### src/rtl/pdm_capture_sequencer.sv
// Capture/TX sequencer between the PDM write path, TX FIFO and SPI slave.
// Optional build macro: PDM_CAPTURE_SEQ_OVERFLOW_STOP_EN (capture ends on FIFO overflow).
module pdm_capture_sequencer #(
  parameter int                    FIFO_WIDTH    = 8,
  parameter int                    COUNT_WIDTH   = 20,
  parameter int                    CAPTURE_LIMIT = 524288,
  parameter logic [FIFO_WIDTH-1:0] FILL_BYTE     = 8'h00
) (
  input  logic                   clk,
  input  logic                   rst_n,
  input  logic                   spi_busy,
  input  logic                   spi_rx_valid,
  input  logic [7:0]             spi_rx_data,
  output logic [FIFO_WIDTH-1:0]  spi_tx_data,
  output logic                   spi_tx_valid,
  input  logic                   sample_wr,
  output logic                   fifo_wr_en,
  output logic                   fifo_rd_en,
  input  logic [FIFO_WIDTH-1:0]  fifo_rd_data,
  input  logic                   fifo_empty,
  input  logic                   fifo_full,
  output logic                   capture_en,
  output logic [COUNT_WIDTH-1:0] byte_count
);

  typedef enum logic [1:0] {S_IDLE, S_CAPTURE, S_DONE} state_t;
  typedef enum logic [1:0] {M_STATUS, M_STREAM, M_FILL} mode_t;

  localparam bit                     LIMIT_EN = (CAPTURE_LIMIT != 0);
  localparam logic [COUNT_WIDTH-1:0] LIMIT_C  = COUNT_WIDTH'(CAPTURE_LIMIT);

  state_t                 r_state;
  state_t                 w_state_next;
  mode_t                  r_mode;
  mode_t                  w_mode_next;
  logic [2:0]             r_busy_sync;
  logic [COUNT_WIDTH-1:0] r_byte_count;
  logic                   r_overflow;
  logic                   r_underrun;
  logic                   r_ld_p0;
  logic                   r_ld_p1;
  logic                   r_src_fifo_p0;
  logic                   r_src_fifo_p1;
  logic [FIFO_WIDTH-1:0]  r_pad_p0;
  logic [FIFO_WIDTH-1:0]  r_pad_p1;
  logic                   r_rd_en;
  logic                   r_tx_valid;
  logic [FIFO_WIDTH-1:0]  r_tx_data;

  logic                   w_cmd_start;
  logic                   w_cmd_stop;
  logic                   w_cmd_clear;
  logic                   w_capture;
  logic                   w_wr_en;
  logic [COUNT_WIDTH-1:0] w_count_inc;
  logic                   w_count_max;
  logic                   w_limit_hit;
  logic                   w_ovf_event;
  logic                   w_ovf_stop;
  logic                   w_busy_edge;
  logic                   w_edge_take;
  logic                   w_fetch;
  logic                   w_underrun_event;
  logic                   w_status_load;
  logic [FIFO_WIDTH-1:0]  w_status;
  logic [FIFO_WIDTH-1:0]  w_pad_byte;

  assign w_cmd_start = spi_rx_valid && (spi_rx_data == 8'h01);
  assign w_cmd_stop  = spi_rx_valid && (spi_rx_data == 8'h02);
  assign w_cmd_clear = spi_rx_valid && (spi_rx_data == 8'h00);

  assign w_capture   = (r_state == S_CAPTURE);
  assign w_wr_en     = sample_wr & w_capture & ~fifo_full;
  assign w_count_inc = r_byte_count + COUNT_WIDTH'(1);
  assign w_count_max = &r_byte_count;
  // A START on the same edge restarts the count, so that write must not end the capture.
  assign w_limit_hit = LIMIT_EN && w_wr_en && (w_count_inc == LIMIT_C) && !w_cmd_start;
  assign w_ovf_event = w_capture & sample_wr & fifo_full;

`ifdef PDM_CAPTURE_SEQ_OVERFLOW_STOP_EN
  assign w_ovf_stop = w_ovf_event;
`else
  assign w_ovf_stop = 1'b0;
`endif

  always_comb begin
    w_mode_next = r_mode;
    if (spi_rx_valid) begin
      case (spi_rx_data)
        8'h03:   w_mode_next = M_STATUS;
        8'h04:   w_mode_next = M_STREAM;
        8'h05:   w_mode_next = M_FILL;
        default: w_mode_next = r_mode;
      endcase
    end
  end

  always_comb begin
    w_state_next = r_state;
    case (r_state)
      S_IDLE:    w_state_next = S_IDLE;
      S_CAPTURE: if (w_cmd_stop || w_limit_hit || w_ovf_stop) w_state_next = S_DONE;
      S_DONE:    if (w_cmd_clear) w_state_next = S_IDLE;
      default:   w_state_next = S_IDLE;
    endcase
    if (w_cmd_start) w_state_next = S_CAPTURE;
  end

  // Busy edges use the mode after any same-cycle command; edges during a fetch are dropped.
  assign w_busy_edge      = r_busy_sync[1] & ~r_busy_sync[2];
  assign w_edge_take      = w_busy_edge & ~(r_ld_p0 | r_ld_p1);
  assign w_fetch          = w_edge_take & (w_mode_next == M_STREAM) & ~fifo_empty;
  assign w_underrun_event = w_edge_take & (w_mode_next == M_STREAM) & fifo_empty;
  assign w_status_load    = w_edge_take & (w_mode_next == M_STATUS);

  always_comb begin
    w_status      = '0;
    w_status[7:2] = {w_capture, (r_state == S_DONE), r_overflow, r_underrun,
                     fifo_empty, fifo_full};
  end

  assign w_pad_byte = (w_mode_next == M_STATUS) ? w_status : FILL_BYTE;

  always_ff @(posedge clk or negedge rst_n) begin
    if (!rst_n) begin
      r_state      <= S_IDLE;
      r_mode       <= M_FILL;
      r_busy_sync  <= 3'b000;
      r_byte_count <= '0;
      r_overflow   <= 1'b0;
      r_underrun   <= 1'b0;
    end else begin
      r_state     <= w_state_next;
      r_mode      <= w_mode_next;
      r_busy_sync <= {r_busy_sync[1:0], spi_busy};
      if (w_cmd_start)
        r_byte_count <= '0;
      else if (w_wr_en && !w_count_max)
        r_byte_count <= w_count_inc;
      if (w_ovf_event && !w_cmd_start)
        r_overflow <= 1'b1;
      else if (w_cmd_start || w_status_load)
        r_overflow <= 1'b0;
      if (w_underrun_event)
        r_underrun <= 1'b1;
      else if (w_status_load)
        r_underrun <= 1'b0;
    end
  end

  // Stage p0: FIFO pop issued; stage p1: FIFO data present; then load into the TX register.
  always_ff @(posedge clk or negedge rst_n) begin
    if (!rst_n) begin
      r_ld_p0       <= 1'b0;
      r_ld_p1       <= 1'b0;
      r_src_fifo_p0 <= 1'b0;
      r_src_fifo_p1 <= 1'b0;
      r_rd_en       <= 1'b0;
      r_tx_valid    <= 1'b0;
      r_tx_data     <= FILL_BYTE;
    end else begin
      r_ld_p0       <= w_edge_take;
      r_src_fifo_p0 <= w_fetch;
      r_rd_en       <= w_fetch;
      r_ld_p1       <= r_ld_p0;
      r_src_fifo_p1 <= r_src_fifo_p0;
      r_tx_valid    <= r_ld_p1;
      if (r_ld_p1)
        r_tx_data <= r_src_fifo_p1 ? fifo_rd_data : r_pad_p1;
    end
  end

  always_ff @(posedge clk) begin
    r_pad_p0 <= w_pad_byte;
    r_pad_p1 <= r_pad_p0;
  end

  assign fifo_wr_en   = w_wr_en;
  assign fifo_rd_en   = r_rd_en;
  assign spi_tx_valid = r_tx_valid;
  assign spi_tx_data  = r_tx_data;
  assign capture_en   = w_capture;
  assign byte_count   = r_byte_count;

endmodule

### config.mk
export PLATFORM = sky130hd
export DESIGN_NAME = pdm_capture_sequencer
export DESIGN_NICKNAME = d
export VERILOG_FILES = /design/src/rtl/pdm_capture_sequencer.sv
export SDC_FILE = /design/constraint.sdc
export NUM_CORES = 1
export LEC_CHECK = 0
export ABC_AREA = 1
export BUFFER_PORTS_ARGS = -buffer_cell sky130_fd_sc_hd__buf_4
export CAP_MARGIN = 20
export CORE_MARGIN = 2
export CORE_UTILIZATION = 35
export DETAILED_ROUTE_END_ITERATION = 8
export SETUP_SLACK_MARGIN = 0.15
export SYNTH_ARGS = -nofsm -noshare
export SYNTH_HDL_FRONTEND = slang
export SYNTH_SLANG_ARGS = --single-unit
### constraint.sdc
create_clock -name clk -period 1.78 [get_ports clk]
set_input_delay 0.267 -clock clk [delete_from_list [all_inputs] [get_ports clk]]
set_output_delay 0.267 -clock clk [all_outputs]
set_load 0.01 [all_outputs]
==> impl_results.md <==
* Max-Cap Viols at 0
* Final antenna-violating net count at 0
* Reg power frac at 41.6%
* Placed instance count at 485
* RSZ-0062 raised after global routing: yes
* Switching Share at 37.1%
* # rows at 31
* Largest net degree at the start of global routing at 43
* Vias after detailed routing at 2,375
* Worst Hold Class: primary input to flop
* Via/cell ratio at 4.67
* Reg area at 1300 µm²
* Remaining routing DRC violations at 0
* Post-DP HPWL at 4530 µm
* Area contributors post-synth: dfrtp_1 40%, nand2_1 14%, dfxtp_1 9.4%, nor2_1 6.0%, inv_1 5.3%
* # nets final at 434
* Register area share after synthesis at 50.4%
* Post-synthesis register bit count at 54
* Setup TNS at 0 ns
* Switch Pwr at 1510 µW
* Most common flop cell mapped by yosys: dfrtp_1
* Mapped Avg Cell Area at 7.87 µm²
* Share of cells above drive strength 1 at 33.2%
* Placer congestion estimate at 0.909
* Clock slew at the register clock pins of the worst setup and hold paths at 0.10 ns
* Combinational share of power at 40.2%
* Core ar. at 7180 µm²
* Max Clk Rate at 595 MHz
* First-pass GRT wire length at 10,000 µm
* Critical Path AT at 1.91 ns
* Finished Layout Cells at 509
* Vias in the first global route at 2,176
* Clock share of power at 18.2%
* GRT Total Usage at 16.3%
* Die ar. at 8030 µm²
* Worst skew pair latency at 0.31 ns
* Hold Vio Cnt, Final at 0
* Setup CP Type: flop to flop
* Total Wirelength at 6340 µm
* Grt ovf at 0
* Share of the synthesized area in the top cell type at 40.0%
* Design Power at 4060 µW
* Post-Synthesis Cell Area at 2570 µm²
* FFs w/ async S/R, synth at 77.8%
* Drt pass-1 iters at 4
* CTS Buf Count at 5
* Post-synth EDFFs at 0
* Placed cell area at 3170 µm²
* # IOs at 55
* Lkg Pwr at 0.00169 µW
* Fin Clk Skew at 0.00678 ns
* Worst hold-check slack at 0.0765 ns
* Ys Warns at 0
* Clk buf depth at 2
* Maximum vdd drop at 0.499 mV
* Filler instances at 684
* Wire length per cell at 12.4 µm
* Max-slew violations at 0
* Slew @ Worst Pin at 0.580 ns
* Most area-hungry cell type in the Yosys netlist: dfrtp_1
* Chip width at 89.6 µm
* Fin crit share at 94.4%
* H-tree levels at 2
* Post-Synthesis Cells at 326
* Initial Util at 35.8%
* Crit path time final at 1.68 ns
* Initial antenna violation count at 0
* Layout area overhead at 37.1%
* Final setup violation count at 0
* Rel. slew slack at 60.8%
* CP Capture Type: flop
* Initial DRC Count at 101
* # diodes at 0
* Area of the multi-input gates at 1240 µm²
* Max FO, Critical Path at 17
* Root Driver: clkbuf_8
* Port Buf Inserts at 54
* Finished layout cell area at 3520 µm²
* Status: finished, final reports clean
* Internal power at 2550 µW
* Syn_nets at 351
* Worst Setup Start Kind: flop
* Cell Pwr Density at 1150 nW/µm²
* CTS tree: yes
* Count of different cell masters after synthesis at 31
* CP required at 2.01 ns
* CTS Sinks at 54
* Die Ht at 89.6 µm
-- cell usage in the layout, fill, tap and decap left out, types with 3 or more instances in the layout --
master    netlist  routed
nand2_4         1       3
clkbuf_8        0       6
o22ai_1         8       8
o22ai_2         3       3
dfrtp_2         0       6
nor2_2          6       8
inv_2           1       3
nor3_1          6       6
nand3_1        22      20
nor2_1         41      33
nand2_2         5       8
inv_1          36      33
o21ai_1         1       4
nor2_4          1       7
buf_4           1      79
nand4_1         6       6
nand2_1        97      91
o21ai_0        13      10
dfxtp_1        12      12
a31oi_1         7       7
dfrtp_1        41      35
-- critical path, cell delays in order (launching register included) --
cell and delay [ns]:
dfrtp_2 0.42, ha_4 0.20, nand3_4 0.11, inv_4 0.09, nand2_4 0.06, nor2_4 0.11, nand2_1 0.15, nand2_4 0.14
nand2_8 0.12, o22ai_1 0.19
-- cells in the mapped netlist (all sizes together) (2+ instances only) --
master and number:
nand4 6, buf 2, dfxtp 12, nor3 6, ha 2, o21ai 14, xor2 4, clkbuf 3
nand2 103, a31oi 7, nand3 23, dfrtp 41, inv 37, o22ai 11, nor2 48
-- per-stage QoR --
step / setup WS [ns] / util [%]
4_1_cts: 0.116 / 47.8
2_1_floorplan: 0.180 / -
5_1_grt: -0.0241 / 49.0
6_report: 0.0991 / 49.0
3_5_place_dp: 0.00562 / 44.2
3_3_place_gp: -0.0209 / 44.2
-- cells by family after synthesis --
| logic type | share of synthesized area (%) |
|---|---|
| fa+ha+maj | 0.975 |
| buf+inv | 6.58 |
| xor+xnor | 1.37 |
| simple gates | 31.9 |
| compound gates | 8.78 |
| flops | 50.4 |
-- final timing paths --
kind / cells past startpoint / slack, ns / from / end
hold / removal: 1 / 0.08 / spi_busy / r_busy_sync[0]
hold reg to reg: 0 / 0.33 / r_pad_p0[2] / r_pad_p1[2]
setup reg to reg: 9 / 0.1 / byte_count[1] / byte_count[2]
max in group asynchronous: 2 / 0.88 / rst_n / byte_count[0]
min in group asynchronous: 2 / 0.48 / rst_n / byte_count[5]
setup / recovery: 9 / 0.1 / byte_count[1] / byte_count[2]
-- sequential cells by signal (all words and copies together) (netlist names), 2 cells and up --
register and flops:
spi_tx_data 8, r_pad_p0 6, r_mode 2, byte_count 20, r_pad_p1 6, r_busy_sync 3
r_state 2
-- repair_timing --
action | in CTS | in global routing
endpoints found under the setup margin | 22 | 23
hold endpoints to repair | 41 | 0
pin swaps | 5 | 6
hold buffers | 1 | 0
gates resized for setup | 17 | 23
buffers inserted | 13 | 2
-- metal layers --
layer / vias up / track usage, % / wire length (µm)
met5: - / 0 / 0
met4: 0 / 5.83 / 121
met3: 9 / 2.74 / 236
met2: 50 / 25.3 / 2990
met1: 1104 / 23.0 / 2980
li1: 1212 / - / -
-- power groups by stage --
stage | clock network [µW] | logic (µW) | registers (µW)
finish | 738 | 1630 | 1690
global route | 801 | 1800 | 1730
CTS | 766 | 1530 | 1680
detailed placement | 0 | 1330 | 1720
global placement | 0 | 1330 | 1720
floorplan | 0 | 696 | 1770
-- layout make-up --
class / count / share of cell area, %
sequential: 54 / 36.9
multi-input combinational: 230 / 35.2
timing repair buffer: 81 / 17.5
inverter: 37 / 4.02
tap: 99 / 3.52
clock buffer: 6 / 2.35
clock inverter: 2 / 0.498
Note: power is estimated with default switching activity, not from simulation.
